==> config.mk <==
export PLATFORM = sky130hd
export DESIGN_NAME = fetch_unit
export DESIGN_NICKNAME = d
export VERILOG_FILES = /design/src/rtl/types_pkg.sv /design/src/rtl/fetch_queue.sv /design/src/rtl/fetch_unit.sv
export SDC_FILE = /design/constraint.sdc
export NUM_CORES = 1
export LEC_CHECK = 0
export ABC_AREA = 1
export BUFFER_PORTS_ARGS = -buffer_cell sky130_fd_sc_hd__buf_4
export CAP_MARGIN = 20
export CORE_MARGIN = 2
export CORE_UTILIZATION = 63
export CTS_BUF_LIST = sky130_fd_sc_hd__clkbuf_2 sky130_fd_sc_hd__clkbuf_4 sky130_fd_sc_hd__clkbuf_8
export CTS_CLUSTER_DIAMETER = 120
export DETAILED_ROUTE_END_ITERATION = 16
export GPL_TIMING_DRIVEN = 1
export PLACE_DENSITY = 0.85
export SETUP_SLACK_MARGIN = 0.1
export SYNTH_ARGS = -nofsm -noshare
export SYNTH_HDL_FRONTEND = slang
export SYNTH_SLANG_ARGS = --single-unit
==> constraint.sdc <==
create_clock -name clk -period 8.63 [get_ports clk]
set_input_delay 0.4315 -clock clk [delete_from_list [all_inputs] [get_ports clk]]
set_output_delay 0.4315 -clock clk [all_outputs]
set_load 0.02 [all_outputs]
==> src/rtl/types_pkg.sv <==
// Shared datapath types for the fetch/decode front end.
package types_pkg;

    localparam int unsigned XLEN = 32;

    typedef logic [XLEN-1:0] word_t;

    typedef struct packed {
        word_t instr;
        word_t pc;
    } fetch_entry_t;

endpackage

==> src/rtl/fetch_queue.sv <==
// Synchronous FIFO with a flush that wins over same-cycle push/pop.
module fetch_queue #(
    parameter int unsigned WIDTH = 8,
    parameter int unsigned DEPTH = 4
) (
    input  logic                       clk,
    input  logic                       reset_n,
    input  logic                       flush_i,
    input  logic                       push_i,
    input  logic [WIDTH-1:0]           push_data_i,
    input  logic                       pop_i,
    output logic [WIDTH-1:0]           pop_data_o,
    output logic [$clog2(DEPTH+1)-1:0] count_o,
    output logic                       full_o,
    output logic                       empty_o
);

    localparam int unsigned PTR_W = (DEPTH > 1) ? $clog2(DEPTH) : 1;
    localparam int unsigned CNT_W = $clog2(DEPTH+1);

    logic [WIDTH-1:0] mem_q [DEPTH];
    logic [PTR_W-1:0] rd_ptr_q, rd_ptr_d;
    logic [PTR_W-1:0] wr_ptr_q, wr_ptr_d;
    logic [CNT_W-1:0] count_q, count_d;
    logic             do_push;
    logic             do_pop;

    // Explicit wrap keeps non-power-of-two depths (e.g. tag FIFO of 3) correct.
    function automatic logic [PTR_W-1:0] next_ptr(input logic [PTR_W-1:0] p);
        return (p == PTR_W'(DEPTH-1)) ? '0 : p + PTR_W'(1);
    endfunction

    assign full_o     = (count_q == CNT_W'(DEPTH));
    assign empty_o    = (count_q == '0);
    assign count_o    = count_q;
    assign pop_data_o = mem_q[rd_ptr_q];
    assign do_push    = push_i && !full_o;
    assign do_pop     = pop_i && !empty_o;

    always_comb begin
        rd_ptr_d = rd_ptr_q;
        wr_ptr_d = wr_ptr_q;
        count_d  = count_q;
        if (flush_i) begin
            rd_ptr_d = '0;
            wr_ptr_d = '0;
            count_d  = '0;
        end else begin
            if (do_push) wr_ptr_d = next_ptr(wr_ptr_q);
            if (do_pop)  rd_ptr_d = next_ptr(rd_ptr_q);
            count_d = count_q + CNT_W'(do_push) - CNT_W'(do_pop);
        end
    end

    always_ff @(posedge clk or negedge reset_n) begin
        if (!reset_n) begin
            rd_ptr_q <= '0;
            wr_ptr_q <= '0;
            count_q  <= '0;
        end else begin
            rd_ptr_q <= rd_ptr_d;
            wr_ptr_q <= wr_ptr_d;
            count_q  <= count_d;
        end
    end

    always_ff @(posedge clk) begin
        if (do_push && !flush_i) mem_q[wr_ptr_q] <= push_data_i;
    end

endmodule

==> src/rtl/fetch_unit.sv <==
// Decoupled instruction fetch: credit-based imem requests, prefetch queue, redirect drop.
module fetch_unit
    import types_pkg::*;
#(
    parameter int unsigned      XLEN            = types_pkg::XLEN,
    parameter int unsigned      DEPTH           = 4,
    parameter int unsigned      MAX_OUTSTANDING = 2,
    parameter logic [XLEN-1:0]  RESET_PC        = '0,
    parameter logic [XLEN-1:0]  PC_STEP         = 4
) (
    input  logic            clk,
    input  logic            reset_n,
    output logic            imem_req_valid,
    input  logic            imem_req_ready,
    output logic [XLEN-1:0] imem_req_addr,
    input  logic            imem_rsp_valid,
    input  logic [XLEN-1:0] imem_rsp_data,
    input  logic            redirect_valid,
    input  logic [XLEN-1:0] redirect_pc,
    output logic            out_valid,
    input  logic            out_ready,
    output logic [XLEN-1:0] out_instr,
    output logic [XLEN-1:0] out_pc,
    output logic [XLEN-1:0] out_pc_plus
);

    localparam int unsigned OUT_W = $clog2(MAX_OUTSTANDING+1);
    localparam int unsigned OCC_W = $clog2(DEPTH+1);

    logic [XLEN-1:0]  fetch_pc_q, fetch_pc_d;
    logic [OUT_W-1:0] drop_q, drop_d;
    logic [OUT_W-1:0] outstanding;
    logic [OUT_W-1:0] outstanding_next;
    logic [OUT_W-1:0] live;
    logic [OCC_W-1:0] occupancy;
    logic             tag_full, tag_empty, iq_full, iq_empty;
    logic [XLEN-1:0]  tag_head;
    logic             req_fire, rsp_fire, rsp_keep, out_fire, credit;
    fetch_entry_t     iq_push_data, iq_head;

    // The tag FIFO count is the outstanding-request counter.
    fetch_queue #(
        .WIDTH (XLEN),
        .DEPTH (MAX_OUTSTANDING)
    ) u_tag_fifo (
        .clk         (clk),
        .reset_n     (reset_n),
        .flush_i     (1'b0),
        .push_i      (req_fire),
        .push_data_i (fetch_pc_q),
        .pop_i       (rsp_fire),
        .pop_data_o  (tag_head),
        .count_o     (outstanding),
        .full_o      (tag_full),
        .empty_o     (tag_empty)
    );

    fetch_queue #(
        .WIDTH ($bits(fetch_entry_t)),
        .DEPTH (DEPTH)
    ) u_instr_queue (
        .clk         (clk),
        .reset_n     (reset_n),
        .flush_i     (redirect_valid),
        .push_i      (rsp_keep),
        .push_data_i (iq_push_data),
        .pop_i       (out_fire),
        .pop_data_o  (iq_head),
        .count_o     (occupancy),
        .full_o      (iq_full),
        .empty_o     (iq_empty)
    );

    // Dropped responses need no queue room, so only live requests reserve space.
    assign live   = outstanding - drop_q;
    assign credit = !tag_full && !iq_full
                    && ((32'(live) + 32'(occupancy)) < DEPTH);

    assign imem_req_valid = reset_n && credit;
    assign imem_req_addr  = fetch_pc_q;
    assign req_fire       = imem_req_valid && imem_req_ready;
    assign rsp_fire       = imem_rsp_valid && !tag_empty;
    assign rsp_keep       = rsp_fire && (drop_q == '0) && !redirect_valid;

    assign out_valid   = !iq_empty;
    assign out_fire    = out_valid && out_ready;
    assign out_instr   = iq_head.instr;
    assign out_pc      = iq_head.pc;
    assign out_pc_plus = iq_head.pc + PC_STEP;

    always_comb begin
        iq_push_data.instr = imem_rsp_data;
        iq_push_data.pc    = tag_head;
    end

    always_comb begin
        outstanding_next = outstanding + OUT_W'(req_fire) - OUT_W'(rsp_fire);
        fetch_pc_d       = fetch_pc_q;
        drop_d           = drop_q;
        if (req_fire) fetch_pc_d = fetch_pc_q + PC_STEP;
        if (rsp_fire && (drop_q != '0)) drop_d = drop_q - OUT_W'(1);
        // Recomputing from the post-edge count makes back-to-back redirects self-correct.
        if (redirect_valid) begin
            fetch_pc_d = redirect_pc;
            drop_d     = outstanding_next;
        end
    end

    always_ff @(posedge clk or negedge reset_n) begin
        if (!reset_n) begin
            fetch_pc_q <= RESET_PC;
            drop_q     <= '0;
        end else begin
            fetch_pc_q <= fetch_pc_d;
            drop_q     <= drop_d;
        end
    end

endmodule
After elaboration in Yosys (flattened, before gate mapping)
Memories as Yosys holds them, arrays and structs flattened.
Cells that the tools add are included.
{"block": "word_totals", "ff_bits": 45, "latch_bits": 0, "ram_bits": 320, "mem_bits_ro": 0, "n_memories": 2}
{"name": "u_instr_queue.mem_q", "depth": 4, "width": 64, "rd": 1, "rd_clocked_by_memory_dff": 0, "wr": 1, "line": "fetch_queue.sv:21", "source": "logic [WIDTH-1:0] mem_q [DEPTH];"}
{"name": "u_tag_fifo.mem_q", "depth": 2, "width": 32, "rd": 1, "rd_clocked_by_memory_dff": 0, "wr": 1, "line": "fetch_queue.sv:21"}
{"block": "classes", "n_addsub": 15, "n_mul": 0, "n_div": 0, "n_lt_le_gt_ge": 1, "n_eq_ne": 4, "shifts": 0, "n_mux": 17, "n_bitwise": 0, "n_reduce_logical": 27}
{"cell": "adder 32 x 3 -> 32 bit (second input constant)", "n": 2}
{"cell": "2-to-1 mux 32 bit", "n": 2}
{"cell": "2-to-1 mux 2 bit", "n": 8}
{"cell": "logical AND 1 bit", "n": 14}
{"cell": "nonzero test 2 bit", "n": 5}
{"cell": "equality test 2 bit (second input constant)", "n": 3}
{"cell": "2-to-1 mux 1 bit", "n": 6}
{"cell": "logical NOT 1 bit", "n": 5}
{"cell": "adder 2 x 1 -> 2 bit", "n": 2}
{"cell": "adder 2 x 1 -> 2 bit (second input constant)", "n": 2}
{"cell": "adder 2 x 3 -> 4 bit", "n": 1}
{"cell": "logical NOT 2 bit", "n": 2}
{"cell": "< comparator 4 x 3 -> 1 bit (second input constant)", "n": 1}
{"cell": "subtractor 2 x 1 -> 2 bit", "n": 2}
{"cell": "adder 3 x 1 -> 3 bit", "n": 1}
{"cell": "equality test 3 bit (second input constant)", "n": 1}
{"cell": "logical NOT 3 bit", "n": 1}
{"cell": "2-to-1 mux 3 bit", "n": 1}
{"cell": "subtractor 3 x 1 -> 3 bit", "n": 1}
{"cell": "adder 1 bit (second input constant)", "n": 2}
{"cell": "subtractor 2 x 1 -> 2 bit (second input constant)", "n": 1}
{"cell": "subtractor 2 bit", "n": 1}

Logic depth before layout (Yosys ltp)
Gate-level depths: netlist of the first run.
{"block": "logic_depth", "word_depth": 9, "depth_mapped": 17, "ltp_nobuf": 16}

By module
From an unflattened synthesis of the first run, not the netlist that was laid out.
{"block": "hier_totals", "hier_cells": 1635, "area_unflattened_um2": 16723.5}
{"mod": "fetch_queue at u_instr_queue", "instances": 1, "cells_per_inst": 809, "area_per_inst_um2": 10480.1}
{"mod": "fetch_unit", "instances": 1, "cells_per_inst": 623, "area_per_inst_um2": 3587.2}
{"mod": "fetch_queue at u_tag_fifo", "instances": 1, "cells_per_inst": 203, "area_per_inst_um2": 2656.3}

Least setup slack after synthesis of the first run
Ideal clock, no wire load.
{"block": "synth_path", "kind": "input port to flip-flop", "start": "in redirect_valid", "end": "mem u_instr_queue.mem_q[0][0] (netlist name) (enable)", "t_arrival_ps": 3701, "required_ps": 8143, "setup_slack_ps": 4442, "path_stages": 4, "path_cell_list": "clkbuf_1 -> clkinv_1 -> nand4_1 -> nor2_1"}
{"block": "synth_between", "elab_chain_len": 6}
{"item": "start, declared", "line": "fetch_unit.sv:18", "source": "input logic redirect_valid,"}
{"item": "logical NOT 1 bit (*)", "line": "fetch_queue.sv:68, fetch_unit.sv:83"}
{"item": "logical AND 1 bit", "line": "fetch_unit.sv:83", "source": "assign rsp_keep = rsp_fire && (drop_q == '0) && !redirect_valid;"}
{"item": "logical AND 1 bit", "line": "fetch_queue.sv:37", "source": "assign do_push = push_i && !full_o;"}
{"item": "logical AND 1 bit (*)", "line": "fetch_queue.sv:68", "source": "if (do_push && !flush_i) mem_q[wr_ptr_q] <= push_data_i;"}
{"item": "2-to-1 mux 1 bit (*)", "line": "fetch_queue.sv:68"}
{"item": "2-to-1 mux 1 bit (not written as such) (*)", "line": "fetch_queue.sv:68"}
{"item": "end, declared", "line": "fetch_queue.sv:21"}
Mark *: on every way between the ends. The rest lies on a longest branch, timed or not.

Worst setup path after layout of the first run
{"block": "layout_path", "start": "reg u_instr_queue.rd_ptr_q[0]", "end": "out out_pc_plus[30]"}
{"block": "layout_between", "elab_chain_len": 2}
{"item": "start, declared", "line": "fetch_queue.sv:22", "source": "logic [PTR_W-1:0] rd_ptr_q, rd_ptr_d;"}
{"item": "start signal, assigned", "line": "fetch_queue.sv:61", "source": "rd_ptr_q <= rd_ptr_d;"}
{"item": "memory read (4 x 64 bit)"}
{"item": "adder 32 x 3 -> 32 bit", "line": "fetch_unit.sv:89", "source": "assign out_pc_plus = iq_head.pc + PC_STEP;"}
{"item": "end, declared", "line": "fetch_unit.sv:24", "source": "output logic [XLEN-1:0] out_pc_plus"}
No other way between the ends.

==> metrics, run 1 <==
fin worst setup slack 3902 ps; Fmax 211.5 MHz; Post-DP HPWL 24780 um; IO Port Bufs 199; Die Wd 165.6 um; P_leak 0.008016 uW; TritonRoute pass-1 iters 6; largest net degree at the start of global routing 91; most frequent CP cell nand2_1; hold path cells 3; cell count along the critical path 15; Syn Std Cell Area 16460 um^2; Max-Cap Viols 0; DP Area 18130 um^2; routed vias/inst 5.728; Synth cell types 33; vias in the first global route 12490; R2R depth 15; RSZ-0062 raised after global routing false; CP Capture Type primary output; CTS tree built; status finished clean; Clock Sinks 365; Post-CTS Repair Setup Buffers 0; worst-margin pin slew 1064 ps; final period utilization 54.78%; critical path type reg -> out; antenna violations before repair 0; Worst path slowest cell buf_4; Ports 200; area delta synth->final 17.38%; Final Setup Violations 0; H-tree depth 2; synthesized area per cell 10.09 um^2; CTS Buf Count 55; commonest non-fill, non-tap cells in the layout nand2_1, edfxtp_1, buf_4; number of core rows 59; Final Instance Area 19320 um^2; fill count 1712; Routed Antenna Nets 0; VDD IR max 0.2705 mV; GRT Resource Usage Total 28.92%; Starting Density 63.69%; Clock Skew 27.93 ps; setup TNS 0 ps; largest fanout on the critical path 88; Buf+Inv Stages, Crit Path 3; syn nets 1717; cell taking the most area after synthesis edfxtp_1; Worst Path Required 8200 ps; drt drc 0; core region area 25840 um^2; Critical Path Source Type register; Hold-fix buffers, CTS 1; Relative slew margins 29.05%; sequential share of the synthesized area 65.24%; WL per Instance 18.11 um; share of cells above drive strength 1 17.88%; Layout Utilization 74.76%; Mapped Cells 1631; GPL Wtd Cong 0.9164; clock buffer depth 3; nets 1918; Tmin final 4728 ps; Place WS 4583 ps; Clk Latency, worst-skew pair 600 ps; Die Ht 165.6 um; commonest non-fill, non-tap cell in the layout nand2_1; area of the multi-input gates 4955 um^2; post-cts repair resize count 0; slowest stage delay, CP 780 ps; total grt overflow 0; Vias 12680; ant diodes 0; post-synthesis register bit count 365; die area 27430 um^2; CP Cell Sequence inv_4, buf_4, nor2_1, nor2_1, o21ai_0, nand2_1, ha_1, nand2_1, nor2_2, nand2_1, nor2_2, nand2_1, nand2_1, nand2_1, buf_4; post-synth top area share 58.39%; clock transition at the registers of the reported paths 60 ps; hold crit path type in -> reg; CP delay by family, top buffers and inverters; Synth area leaders edfxtp_1, nand2_1, dfrtp_1, nor2_1, nand3_1; Final Max Tran Viols 0; pwr dens 314.7 nW/um^2; first-pass GRT wire length 63250 um; Yosys Warn Count 0; Reg area 10740 um^2; Clock Tree Root clkbuf_8; final hold vios 0; critical path data arrival time 4300 ps; WL final 40100 um; Initial DRC Count 1521
[routing by layer]
layer	up-vias	GRT usage [%]	wire, um
met3	108	5.400	3892
li1	5864	-	-
met5	-	0	0
met4	0	10.89	1270
met2	725	48.19	19490
met1	5985	38.32	15450
[where the power goes]
part | internal, uW | switching, uW
Combinational | 732 | 1550
Sequential | 2170 | 156
Clock | 818 | 654
[sequential cells by signal (all words and copies together) (netlist names)]
register,count
u_instr_queue.mem_q,256
u_tag_fifo.mem_q,64
imem_req_addr,32
u_instr_queue.count_o,3
drop_q,2
u_instr_queue.rd_ptr_q,2
u_instr_queue.wr_ptr_q,2
u_tag_fifo.count_o,2
u_tag_fifo.rd_ptr_q,1
u_tag_fifo.wr_ptr_q,1
[path summary, 6_finish.rpt]
check                                               start                   endpoint  slack [ps]
worst max register to register      u_tag_fifo.count_o[0]           imem_req_addr[8]        5170
max in group asynchronous                         reset_n  u_instr_queue.rd_ptr_q[0]        7760
worst min register to register          imem_req_addr[29]    u_tag_fifo.mem_q[0][29]         530
worst max-delay path            u_instr_queue.rd_ptr_q[0]            out_pc_plus[30]        3900
min in group asynchronous                         reset_n          imem_req_addr[26]         380
worst min-delay path                       redirect_pc[1]           imem_req_addr[1]          30
[kinds of logic after synthesis]
kind of cell / after synthesis / share of synthesized area, %
flops: 365 / 65.24
fa+ha+maj: 16 / 1.262
buf+inv: 185 / 4.866
simple gates: 873 / 21.34
compound gates: 150 / 5.056
xor+xnor: 42 / 2.235
[cells in the mapped netlist]
cell      count
o21bai_1      3
nand4_1      16
clkinv_1      2
nand2_2       9
a21oi_1       5
buf_2        17
nand3_2       1
o21ai_1       1
inv_1       115
nand3_1      96
nor2_4        1
nor3_1       13
inv_4         1
buf_4         8
o211ai_1      9
dfrtp_1      45
nand2_1     557
xor2_1       32
a31oi_1       2
o22ai_1      34
xnor2_1      10
nor2_2        8
a22oi_1       1
a32oi_1       1
inv_2         1
fa_1          1
o21ai_0      94
ha_1         15
edfxtp_1    320
or2_2         1
nor2_1      171
clkbuf_1     34
buf_6         7
[cell type report]
class | count | share of cell area (%)
repair buffers | 210 | 8.175
clock buffers | 80 | 5.020
multi-input cells | 1081 | 25.65
well taps | 335 | 2.170
inverters | 119 | 2.325
flip-flops and latches | 365 | 55.60
clock inverters | 24 | 1.056
[worst min-delay path, stage by stage]
cell	delay (ps)
buf_4	80
nand2_1	40
nand2_1	50
[stage by stage]
step / hold slack (ps) / power (uW) / cells
after global routing: 3.803 / 6377 / 2214
final: 28.90 / 6079 / 2214
after floorplan: 135.9 / 3754 / 1631
after CTS: 10.35 / 6067 / 2214
after detailed placement: 481.9 / 4587 / 2109
after global placement: 473.8 / 4509 / 2109
(Power assumes the default switching activity.)
==> inputs of run 2 (changes only) <==
--- a/config.mk
+++ b/config.mk
@@ -9,12 +9,12 @@
 export BUFFER_PORTS_ARGS = -buffer_cell sky130_fd_sc_hd__buf_4
 export CAP_MARGIN = 20
 export CORE_MARGIN = 2
-export CORE_UTILIZATION = 63
+export CORE_UTILIZATION = 55
 export CTS_BUF_LIST = sky130_fd_sc_hd__clkbuf_2 sky130_fd_sc_hd__clkbuf_4 sky130_fd_sc_hd__clkbuf_8
 export CTS_CLUSTER_DIAMETER = 120
 export DETAILED_ROUTE_END_ITERATION = 16
 export GPL_TIMING_DRIVEN = 1
-export PLACE_DENSITY = 0.85
+export PLACE_DENSITY = 0.79
 export SETUP_SLACK_MARGIN = 0.1
 export SYNTH_ARGS = -nofsm -noshare
 export SYNTH_HDL_FRONTEND = slang
==> constraint.sdc (replaced) <==
create_clock -name clk -period 3.9 [get_ports clk]
set_input_delay 0.195 -clock clk [delete_from_list [all_inputs] [get_ports clk]]
set_output_delay 0.195 -clock clk [all_outputs]
set_load 0.02 [all_outputs]
==> metrics, run 2 (synthesized netlist as in run 1, its figures left out) <==
Post-CTS Repair Setup Buffers 0; final hold vios 0; vias in the first global route 12340; WL final 40200 um; status finished clean; most frequent CP cell nand2_1; Fmax 279.1 MHz; CP Cell Sequence inv_4, nor2_1, nor2_1, o21ai_0, nand2_1, ha_1, nand2_1, nor2_2, nand2_1, nor2_2, xor2_1, buf_4; IO Port Bufs 199; Layout Utilization 68.15%; area delta synth->final 22.41%; Die Wd 177.0 um; commonest non-fill, non-tap cells in the layout nand2_1, edfxtp_1, buf_4; drt drc 0; Clock Skew 20.30 ps; worst-margin pin slew 955.6 ps; dpl cells 2174; WL per Instance 17.15 um; Non-Filler Instances 2344; Max-Cap Viols 0; Post-DP HPWL 25790 um; final period utilization 91.88%; clock buffer depth 3; max reg flops 256; Final Max Tran Viols 0; nets 1993; Starting Density 55.67%; Biggest register u_instr_queue.mem_q; pwr dens 670.9 nW/um^2; die area 31320 um^2; VDD IR max 0.3602 mV; TritonRoute pass-1 iters 7; clock transition at the registers of the reported paths 60 ps; Buf+Inv Stages, Crit Path 2; RSZ-0062 raised after global routing false; Initial DRC Count 1240; Tmin final 3583 ps; ant diodes 0; Place WS 768.8 ps; critical path data arrival time 3390 ps; H-tree depth 2; largest net degree at the start of global routing 65; antenna violations before repair 0; core region area 29560 um^2; commonest non-fill, non-tap cell in the layout nand2_1; Vias 12690; Worst Path Required 3700 ps; total grt overflow 0; fill count 2111; CP delay by family, top simple AND/OR/NAND/NOR gates; CTS tree built; fin worst setup slack 316.7 ps; Clock Tree Root clkbuf_8; GPL Wtd Cong 0.9339; Critical Path Source Type register; Routed Antenna Nets 0; largest fanout on the critical path 44; hold crit path type in -> reg; Worst path slowest cell dfrtp_4; GRT Resource Usage Total 25.63%; Clock Sinks 365; slack of the worst reg-to-reg path 730 ps; Final Setup Violations 0; area of the multi-input gates 4955 um^2; WHS 39.24 ps; share of cells above drive strength 1 17.50%; Relative slew margins 35.90%; Clk Latency, worst-skew pair 590 ps; Reg area 10740 um^2; CP Capture Type primary output; critical path type reg -> out; routed vias/inst 5.413; slowest stage delay, CP 680 ps; Die Ht 177.0 um; number of core rows 63; CTS Buf Count 56; first-pass GRT wire length 63180 um; P_leak 0.008330 uW; Ports 200
run 2: cell type report:
| cell class | count | area share [%] |
|---|---|---|
| Sequential cell | 365 | 53.32 |
| Multi-Input combinational cell | 1081 | 24.60 |
| Timing Repair Buffer | 284 | 11.64 |
| Clock buffer | 76 | 4.665 |
| Tap cell | 390 | 2.422 |
| Inverter | 119 | 2.242 |
| Clock inverter | 29 | 1.118 |
run 2: where the power goes:
part	switching, uW	leakage, uW	internal [uW]
Combinational	3440	0.00429	1690
Sequential	321	0.00344	4800
Clock	1490	0.000604	1780
run 2: through the flow:
step | power (uW) | setup TNS, ps | area, um^2
final | 13520 | 0 | 20140
after global routing | 14210 | 0 | 20140
after CTS | 13490 | 0 | 20140
after detailed placement | 10210 | 0 | 18330
after global placement | 10100 | 0 | 18330
after floorplan | 8308 | -55100 | 16460
run 2: repair_timing:
action / 4_1_cts / 5_1_grt
setup endpoints to repair: 0 / 2
hold buffers: 65 / 0
hold endpoints to repair: 205 / 0
resized for setup: 0 / 2
run 2: worst paths after layout:
| check | startpoint | end | cells after the start |
|---|---|---|---|
| setup / recovery | u_instr_queue.rd_ptr_q[0] | out_pc_plus[14] | 12 |
| hold / removal | redirect_valid | u_instr_queue.count_o[1] | 2 |
| setup reg to reg | u_tag_fifo.count_o[0] | imem_req_addr[8] | 15 |
| hold reg to reg | imem_req_addr[29] | u_tag_fifo.mem_q[1][29] | 0 |
| max in group asynchronous | reset_n | u_instr_queue.rd_ptr_q[0] | 3 |
| min in group asynchronous | reset_n | imem_req_addr[26] | 3 |
run 2: routing by layer:
layer	vias up	global-route usage [%]	share of wire [%]
li1	6008	-	-
met1	5965	35.49	42
met2	616	41.21	47
met3	100	3.823	7.9
met4	0	9.952	3.2
met5	-	0	0
==> inputs of run 3 (changes only) <==
--- a/config.mk
+++ b/config.mk
@@ -7,7 +7,7 @@
 export LEC_CHECK = 0
 export ABC_AREA = 1
 export BUFFER_PORTS_ARGS = -buffer_cell sky130_fd_sc_hd__buf_4
-export CAP_MARGIN = 20
+export CAP_MARGIN = 15
 export CORE_MARGIN = 2
 export CORE_UTILIZATION = 55
 export CTS_BUF_LIST = sky130_fd_sc_hd__clkbuf_2 sky130_fd_sc_hd__clkbuf_4 sky130_fd_sc_hd__clkbuf_8
@@ -18,4 +18,5 @@
 export SETUP_SLACK_MARGIN = 0.1
 export SYNTH_ARGS = -nofsm -noshare
 export SYNTH_HDL_FRONTEND = slang
+export SYNTH_HIERARCHICAL = 1
 export SYNTH_SLANG_ARGS = --single-unit
==> metrics, run 3 <==
Psw 2126 uW; Tmin final 3435 ps; area of the multi-input gates 4773 um^2; Place WS 821.3 ps; Synth area leaders edfxtp_1, nand2_1, dfrtp_1, inv_1, o211ai_1; RSZ-0062 raised after global routing true; GRT Resource Usage Total 24.10%; post-synthesis register bit count 365; Biggest register u_instr_queue/mem_q; critical path data arrival time 3240 ps; Post-DP HPWL 25020 um; Sw Share 23.28%; Worst Path Required 3700 ps; TritonRoute pass-1 iters 5; H-tree depth 2; routed vias/inst 5.260; total grt overflow 0; CTS Buf Count 55; ant diodes 0; WL final 38330 um; sequential group share of total power 49.6%; largest net degree at the start of global routing 88; EDFF count, synth 320; Vias 12370; Die Ht 178.4 um; top-count cell post-synth nand2_1; share of cells above drive strength 1 18.65%; Routed Antenna Nets 0; Layout Utilization 69.30%; Reg area 10740 um^2; Non-Filler Instances 2352; worst-margin pin slew 708.7 ps; final period utilization 88.07%; sequential share of the synthesized area 64.19%; clock transition at the registers of the reported paths 60 ps; Synth cell types 40; fin worst setup slack 465.2 ps; Main synth FF type edfxtp_1; vias in the first global route 12060; final hold vios 0; cell taking the most area after synthesis edfxtp_1; nets 2002; Starting Density 56.13%; drt drc 0; max reg flops 256; Final Max Tran Viols 0; post-cts repair resize count 0; core region area 29800 um^2; Die Wd 178.4 um; Comb pwr share 8.9%; first-pass GRT wire length 59860 um; CTS tree built; area delta synth->final 23.47%; VDD IR max 0.2791 mV; Critical Path Source Type register; clock buffer depth 3; Clock Tree Root clkbuf_8; commonest non-fill, non-tap cell in the layout nand2_1; Ports 200; Clock Skew 31.46 ps; pwr dens 442.3 nW/um^2; Relative slew margins 52.32%; status finished clean; P_leak 0.008598 uW; GPL Wtd Cong 0.9515; Syn Std Cell Area 16720 um^2; antenna violations before repair 0; post-synth top area share 57.46%; Max-Cap Viols 0; die area 31820 um^2; synthesized area per cell 10.23 um^2; Clock Sinks 365; Final Setup Violations 0; Mapped Cells 1635; hold crit path type in -> reg; Post-synth top cells nand2_1, edfxtp_1, inv_1; clock share of power 41.5%; Clk Latency, worst-skew pair 610 ps; WL per Instance 16.30 um; fill count 2051; critical path type reg -> out; commonest non-fill, non-tap cells in the layout nand2_1, edfxtp_1, inv_1; dpl cells 2181; IO Port Bufs 199; Initial DRC Count 992; largest fanout on the critical path 45; Pint 7007 uW; Yosys Warn Count 6; number of core rows 63; CP Capture Type primary output; Fmax 291.1 MHz; fraction of registers with async set/reset 12.33%; Tot Pwr 9133 uW
==> run 3: cell count changes after synthesis, moves of 19 or more <==
cell,delta
o21ai_0,-20
nor2_1,-92
clkbuf_1,-19
o22ai_1,-34
nand3_1,-30
inv_1,+111
nand2_1,-46
o211ai_1,+56
a21oi_1,+62
==> run 3: cell families after synthesis <==
| group | count (synthesis) | share of synthesized area [%] |
|---|---|---|
| AOI/OAI and AO/OA | 208 | 7.265 |
| and+or+nand+nor | 721 | 18.04 |
| other | 1 | 0.02242 |
| adders and majority gates | 17 | 1.317 |
| DFF | 365 | 64.19 |
| buffers and inverters | 293 | 7.594 |
| xor gates and xnor gates | 30 | 1.571 |
==> run 3: repair_timing <==
| action | in CTS | in global routing |
|---|---|---|
| hold buffers | 66 | 0 |
| hold endpoints to repair | 207 | 0 |
| setup buffers | 0 | 1 |
| setup endpoints to repair | 0 | 10 |
==> run 3: path summary, 6_finish.rpt <==
path,start,end,slack [ps],cells after the start
worst max-delay path,u_instr_queue/rd_ptr_q[0],out_pc_plus[14],470,10
worst min-delay path,redirect_valid,u_instr_queue/count_o[1],50,2
worst max register to register,u_tag_fifo/count_o[1],u_instr_queue/mem_q[3][5],810,7
worst min register to register,imem_req_addr[0],u_tag_fifo/mem_q[1][0],550,0
max in group asynchronous,reset_n,u_instr_queue/rd_ptr_q[1],3110,3
min in group asynchronous,reset_n,imem_req_addr[19],280,3
==> run 3: per-stage QoR <==
stage | instance area (um^2) | hold slack (ps) | setup TNS, ps
6_report | 20650 | 47.98 | 0
5_1_grt | 20650 | 44.29 | 0
4_1_cts | 20630 | 27.01 | 0
3_5_place_dp | 18580 | 384.7 | 0
3_3_place_gp | 18580 | 379.4 | 0
2_1_floorplan | 16740 | -100.6 | -151990
==> run 3: worst max-delay path, stage by stage, from the launching register on <==
cell	delay, ps
dfrtp_4	660
buf_12	260
a21oi_1	150
o21ai_0	100
nand2_1	190
inv_1	120
nor3_1	290
nand2_1	130
nor2_1	250
xor2_1	270
buf_4	190
==> run 3: power groups by stage <==
| stage | Combinational [uW] | Clock, uW | Sequential [uW] |
|---|---|---|---|
| 6_report | 812 | 3790 | 4530 |
| 5_1_grt | 905 | 4000 | 4540 |
| 4_1_cts | 812 | 3840 | 4530 |
| 3_5_place_dp | 755 | 0 | 4600 |
| 3_3_place_gp | 733 | 0 | 4600 |
| 2_1_floorplan | 411 | 0 | 4610 |
==> run 3: routing by layer <==
metal	wire length [um]	vias up	track usage, %	share of wire, %
met3	2849	77	3.900	7.4
li1	-	5979	-	-
met4	884	0	6.978	2.3
met1	15860	5798	31.27	41
met2	18730	518	41.97	49
met5	0	-	0	0
==> run 3: cell type report <==
| cell class | count | share of cell area, % |
|---|---|---|
| flip-flops and latches | 365 | 52.03 |
| multi-input cells | 980 | 23.12 |
| repair buffers | 283 | 11.57 |
| clock buffers | 78 | 4.714 |
| inverters | 230 | 4.217 |
| well taps | 390 | 2.363 |
| clock inverters | 26 | 1.988 |
